## src/rtl/pc_fetch_unit.sv

```systemverilog
// Instruction fetch front end: owns the PC, issues one memory request at a time
// and presents each fetched word to decode until it is accepted or redirected.
module pc_fetch_unit #(
    parameter logic [31:0] RESET_PC = 32'h0000_0000
) (
    input  logic        clk,
    input  logic        rst,
    input  logic [31:0] next_pc,
    input  logic        pc_load,
    input  logic        stall,
    input  logic        halt,
    output logic        imem_req,
    output logic [31:0] imem_addr,
    input  logic        imem_ack,
    input  logic [31:0] imem_data,
    output logic [31:0] instr_out,
    output logic [31:0] instr_pc,
    output logic        instr_valid,
    input  logic        decode_ready,
    output logic [31:0] pc_out
);

    typedef enum logic [1:0] {
        FETCH = 2'd0,
        WAIT  = 2'd1,
        HOLD  = 2'd2,
        HALT  = 2'd3
    } state_t;

    state_t      state;
    logic [31:0] pc;
    logic        discard;

    assign pc_out = pc;

    always_ff @(posedge clk) begin
        if (rst) begin
            state       <= FETCH;
            pc          <= RESET_PC;
            discard     <= 1'b0;
            imem_req    <= 1'b0;
            imem_addr   <= 32'h0000_0000;
            instr_out   <= 32'h0000_0000;
            instr_pc    <= 32'h0000_0000;
            instr_valid <= 1'b0;
        end else begin
            case (state)
                FETCH: begin
                    if (halt) begin
                        state <= HALT;
                    end else if (pc_load) begin
                        pc <= next_pc;
                    end else if (!stall) begin
                        imem_req  <= 1'b1;
                        imem_addr <= pc;
                        state     <= WAIT;
                    end
                end

                // A redirect while a request is in flight cannot cancel it; the
                // discard flag drops its data once the memory finally answers.
                WAIT: begin
                    if (pc_load) begin
                        pc <= next_pc;
                        if (imem_ack) begin
                            imem_req <= 1'b0;
                            discard  <= 1'b0;
                            state    <= FETCH;
                        end else begin
                            discard <= 1'b1;
                        end
                    end else if (imem_ack) begin
                        imem_req <= 1'b0;
                        if (discard) begin
                            discard <= 1'b0;
                            state   <= FETCH;
                        end else begin
                            instr_out   <= imem_data;
                            instr_pc    <= imem_addr;
                            instr_valid <= 1'b1;
                            pc          <= pc + 32'd1;
                            state       <= HOLD;
                        end
                    end
                end

                HOLD: begin
                    if (pc_load) begin
                        pc          <= next_pc;
                        instr_valid <= 1'b0;
                        state       <= FETCH;
                    end else if (decode_ready) begin
                        instr_valid <= 1'b0;
                        state       <= FETCH;
                    end
                end

                HALT: begin
                    imem_req    <= 1'b0;
                    instr_valid <= 1'b0;
                end

                default: begin
                    state <= FETCH;
                end
            endcase
        end
    end

endmodule
```

## config.mk

```make
export PLATFORM = sky130hd
export DESIGN_NAME = pc_fetch_unit
export DESIGN_NICKNAME = d
export VERILOG_FILES = /design/src/rtl/pc_fetch_unit.sv
export SDC_FILE = /design/constraint.sdc
export NUM_CORES = 1
export LEC_CHECK = 0
export BUFFER_PORTS_ARGS = -buffer_cell sky130_fd_sc_hd__buf_2
export CAP_MARGIN = 5
export CORE_ASPECT_RATIO = 1.4
export CORE_MARGIN = 5
export CORE_UTILIZATION = 45
export DETAILED_ROUTE_END_ITERATION = 8
export PLACE_DENSITY = 0.78
export SYNTH_ARGS = -nofsm -noshare
export SYNTH_HDL_FRONTEND = slang
export SYNTH_SLANG_ARGS = --single-unit
```

## constraint.sdc

```tcl
create_clock -name clk -period 2 [get_ports clk]
set_input_delay 0.5 -clock clk [delete_from_list [all_inputs] [get_ports clk]]
set_output_delay 0.5 -clock clk [all_outputs]
set_load 0.05 [all_outputs]
```

Word level (Yosys, flattened, before mapping)

Cells that the tools add are included.

Input port bits: 71
Logic and storage cells: 68
Output and inout port bits: 130
Bits in registers: 133

Eq/ne operators: 14
Add/subtract/negate cells: 1
Reductions and logical operators: 12
Muxes and demuxes: 29
Bitwise gates (word level): 4

Operators by type and width:

| operator                | count |
|---|---|
| $mux W32                | 5 |
| $pmux W32 S3            | 1 |
| $add A32 B1 Y32 const B | 1 |
| $mux W2                 | 9 |
| $ne A3 B3 Y1 const B    | 5 |
| $reduce_and A5 Y1       | 3 |
| $ne A2 B2 Y1 const B    | 6 |
| $reduce_and A4 Y1       | 3 |
| $mux W1                 | 11 |
| $reduce_bool A3 Y1      | 3 |
| $pmux W1 S3             | 2 |
| $pmux W2 S3             | 1 |
| $eq A2 B2 Y1 const B    | 2 |
| $not A1 Y1              | 4 |
| $eq A2 B1 Y1 const B    | 1 |
| $logic_not A2 Y1        | 1 |
| $reduce_and A2 Y1       | 1 |
| $reduce_bool A2 Y1      | 1 |

Longest topological paths before layout

Depth after elaboration: 5
Mapped depth: 10
Mapped depth without buffers: 7

Worst setup path after synthesis

OpenSTA, ideal clock, no wires.

Path kind: register -> register
Start: register pc[0] (netlist: pc_out[0])
End: register pc[26] (netlist: pc_out[26])
Setup time: 0.074 ns
Setup slack: -0.256 ns
Data required time: 1.926 ns
Period minus slack after synthesis: 2.256 ns
Path buffers: 2
Data arrival time: 2.182 ns
Cell stages (with the launch flop): 9
Cell sequence: dfxtp_1 ha_1 and4_1 buf_6 and3_1 buf_6 nand3_4 or4_1 a31oi_1

Longest elaborated chain between the ends: 5

Ends and longest elaborated chain:

| element                | line | text |
|---|---|---|
| start, declared        | 31   | `logic [31:0] pc;` |
| start signal, assigned | 52   | `pc <= next_pc;` |
| start signal, assigned | 64   | `pc <= next_pc;` |
| start signal, assigned | 81   | `pc <= pc + 32'd1;` |
| $add A32 B1 Y32        | 81   |  |
| $mux W32               | 74   | `if (discard) begin` |
| $mux W32               | 72   | `end else if (imem_ack) begin` |
| $mux W32               | 63   | `if (pc_load) begin` |
| $pmux W32 S3           | 47   | `case (state)` |

No other way between the ends. The select of a mux whose other input is x is not followed.
A chain may end at the register's enable or synchronous reset.

Worst setup path after layout

Start: register state[0]
End: register pc[28] (netlist: pc_out[28])

Longest elaborated chain between the ends: 3
Elaborated cells between the ends (all ways): 9
Those cells by class: eq/ne (5); mux (1); reduce/logical (3)

Ends and longest elaborated chain:

| element                                        | line | text |
|---|---|---|
| start, declared                                | 30   | `state_t state;` |
| start signal, assigned                         | 38   | `state <= FETCH;` |
| start signal, assigned                         | 50   | `state <= HALT;` |
| start signal, assigned                         | 56   | `state <= WAIT;` |
| $eq A2 B1 Y1 (tied with other cells)           | 47   |  |
| $ne A3 B3 Y1 (no line) (tied with other cells) | n/a  |  |
| $reduce_and A4 Y1 (no line)                    | n/a  |  |

Several ways; a longest one is shown, not always the timed one.

==> flow_metrics.py <==
metrics = {
    "critical_path": {
        "r2r.worst_path.cells": 7,
        "timing.critical_path.depth": 7,
        "worst_path_bufs_invs": 1,
        "critical_path_peak_fanout": 4,
        "timing.reg2reg.setup_slack_ns": 0.04,
        "crit_path_start_kind": "flop",
        "cpMaxStageDelayCell": "or4_1",
        "cp.arrival_ns": 2.30,
        "worstPathRequired_ns": 2.33,
        "critical-path-max-stage-delay_ns": 0.45,
        "timing.setup.critical_path_class": "flop to flop",
        "cp_top_family": "simple AND/OR/NAND/NOR gates",
        "cp_common_cell": "or4_1",
        "crit_path_cell_trace": "inv_1 > ha_2 > a21oi_4 > o21ai_2 > or4_1 > or4_1 > o221ai_1",
        "worst_setup_path_end_kind": "flop",
    },
    "synth": {
        "post_synth.cell_area_avg_um2": 7.706,
        "ys_async_sr_fraction": 0,
        "netlist.top_cell.by_area": "dfxtp_1",
        "top_cells_by_area_in_the_synthesized_netlist": "dfxtp_1, nand2_1, a21oi_1",
        "synth_sequential_area_ratio": 0.4576,
        "top_ff_cell_synth": "dfxtp_1",
        "synth_area_um2": 5818,
        "synthMostInstantiatedCell": "nand2_1",
        "ys_ff_latch": 133,
        "ys_types": 59,
        "ys.warnings.count": 0,
        "postSynthNetCount": 832,
        "commonest_cells_in_the_synthesized_netlist": "nand2_1, dfxtp_1, a21oi_1",
        "synth-edff-count": 0,
        "synthesized_instance_count": 755,
        "synth_top_cell_area_share": 0.4576,
    },
    "status": {
        "status": "complete, no violations",
    },
    "clock_tree": {
        "clock_sink_count": 133,
        "numCtsBuffers": 17,
        "cts-root-buf": "clkbuf_16",
        "htree_num_levels": 4,
        "clock_insertion_delay_worst_skew_ns": 0.42,
        "post_cts_hold_buffer_count": 0,
        "tritoncts": "built",
        "clk_path_buf_depth": 2,
        "worst_setup_hold_path_clk_slew_ns": 0.06,
    },
    "route": {
        "drt_pass1_iterations": 7,
        "route.antenna.remaining_nets": 0,
        "route.detailed.drc": 0,
        "route.detailed.vias_per_inst": 5.564,
        "postRouteWirelength_um": 19290,
        "routed-via-count": 6315,
        "route.detailed.wl_per_inst_um": 17.00,
        "drt_first_iter_violations": 540,
    },
    "floorplanning": {
        "num_rows": 49,
        "chipHeight_um": 144.5,
        "design.core.area_um2": 12750,
        "top_level_ports": 201,
        "die_x_um": 106.1,
        "floorplan.initialDensity": 0.4562,
        "die-area_um2": 15340,
    },
    "final_layout": {
        "num_antenna_cells": 0,
        "synthToLayoutAreaGrowth_pct": 38.09,
        "final_net_count": 1046,
        "drive_above_1_share": 0.3330,
    },
    "worst_hold_path": {
        "hold_depth": 3,
        "hold_path_class": "input pin to flop",
    },
    "global_routing": {
        "antenna_found_initial": 0,
        "grt_first_pass_wirelength_um": 29150,
        "grt_remaining_overflow": 0,
        "first_global_vias": 5746,
        "pin_count_of_the_biggest_net_entering_global_routing": 70,
        "grt_total_usage": 0.2364,
    },
    "timing": {
        "setup_viol_count_final": 0,
        "maxSlewHeadroom": 0.5033,
        "setup_total_neg_slack_ns": 0,
        "clock-skew-final_ns": 0.01316,
        "hold_violations": 0,
        "achievable-frequency_mhz": 509.1,
        "timing.final.max_slew_violations": 0,
        "min_period_ns": 1.964,
        "hold-worst-slack_ns": 0.3099,
        "min_period_over_period": 0.9821,
        "worst_pin_slew_ns": 0.7451,
    },
    "placement": {
        "port_buffers": 200,
        "dpl.hpwl_um": 13460,
        "gp_congestion": 0.9445,
    },
    "power_and_ir_drop": {
        "total_leakage_power_nw": 3.421,
        "power.density_cell_area_nw_per_um2": 1258,
        "irDropWorstVdd_v": 0.0007951,
    },
    "job": {
        "timing.max_cap.violations": 0,
    },
}
## through the flow
| step | total power [mW] | instances | worst slack [ns] | utilization | cell area, um^2 |
|---|---|---|---|---|---|
| detailed placement | 6.504 | 1098 | -0.1022 | 0.5687 | 7252 |
| CTS | 9.932 | 1130 | 0.002867 | 0.6197 | 7903 |
| global route | 10.56 | 1135 | -0.01032 | 0.6300 | 8034 |
| finish | 10.10 | 1135 | 0.03587 | 0.6300 | 8034 |
| floorplan | 5.371 | 755 | 0.0001759 | - | 5844 |
| global placement | 6.469 | 1098 | -0.03259 | 0.5687 | 7252 |
## path summary, 6_finish.rpt
check / from / endpoint
min reg2reg: instr_pc[16] / instr_pc[16]
max reg2reg: state[0] / pc_out[28]
max: state[0] / pc_out[28]
min: imem_data[9] / instr_out[9]
## tightest hold or removal path: cells and delay by family
kind | cells | cell delay, ns
AO/OA/AOI/OAI | 1 | 0.05
buffers and inverters | 1 | 0.10
AND/OR/NAND/NOR | 1 | 0.04
## cells in the final DEF, fill, tap and decap left out, types with 3 or more instances in the layout
cell type  Yosys  routed
a211oi_1       6       6
a21o_1         3       3
a21oi_1      122     121
a22oi_1        6       6
a311oi_1       4       4
a31oi_1       10      10
and3_1        10      10
and4_1         4       3
and4_2         2       3
buf_12         0       7
buf_2         15     199
buf_4          7      45
bufinv_16      0       4
clkbuf_16      0      18
dfxtp_1      133     114
dfxtp_2        0      16
dfxtp_4        0       3
ha_1           6       4
inv_1          7       6
inv_6          0       4
mux2i_1        3       3
nand2_1      218     217
nand2b_1       3       3
nand3_1       22      21
nand3b_1       3       3
nand4_1       11      11
nor2_1        28      27
nor3_1        18      18
nor4_1         4       3
o21a_1         4       3
o21ai_0       15      15
o221ai_1       3       3
o22ai_1        5       5
o31ai_1        3       3
or3_1          5       5
or4_1          4       4
## logic make-up (layout without fill, tap and decap cells)
family | count (synthesis) | after routing | synth area share
AOI/OAI and AO/OA | 198 | 198 | 0.1991
muxes | 3 | 3 | 0.005161
and+or+nand+nor | 348 | 348 | 0.2716
adders and majority gates | 6 | 6 | 0.01290
buffers and inverters | 67 | 294 | 0.05355
DFF | 133 | 133 | 0.4576
## routing by layer
| layer | track usage | share of wire | wire length, um |
|---|---|---|---|
| met5 | 0 | 0 | 0 |
| met1 | 0.2892 | 0.41 | 7893 |
| met2 | 0.4060 | 0.50 | 9727 |
| met3 | 0.04422 | 0.059 | 1144 |
| met4 | 0.1037 | 0.027 | 529 |
## layout make-up
class | instances | area, um^2
sequential | 133 | 2694
inverter | 7 | 26.28
clock buffer | 18 | 429.2
tap | 153 | 191.4
multi-input combinational | 555 | 2928
timing repair buffer | 255 | 1549
clock inverter | 14 | 216.5
fill | 1169 | 4718
## registers in the layout, indices dropped and copies added, names as in the netlist
| name | flops |
|---|---|
| imem_addr | 32 |
| discard | 1 |
| instr_pc | 32 |
| pc_out | 32 |
| instr_valid | 1 |
| instr_out | 32 |
| state | 2 |
| imem_req | 1 |
## where the power goes
group          internal (mW)  switching (mW)  leakage [nW]  total (mW)
Clock                   2.13            1.29         0.313        3.42
Sequential              2.96           0.318          1.09        3.28
Combinational           1.18            2.23          2.02        3.40
Total                   6.27            3.83          3.42        10.1
## timing repair
item                       4_1_cts  5_1_grt
setup endpoints to repair       10       76
gates resized for setup          2       18
pin swaps                        1        5
setup buffers                    0        4
cloned                           0        1
Note: power is estimated with default switching activity, not from simulation.
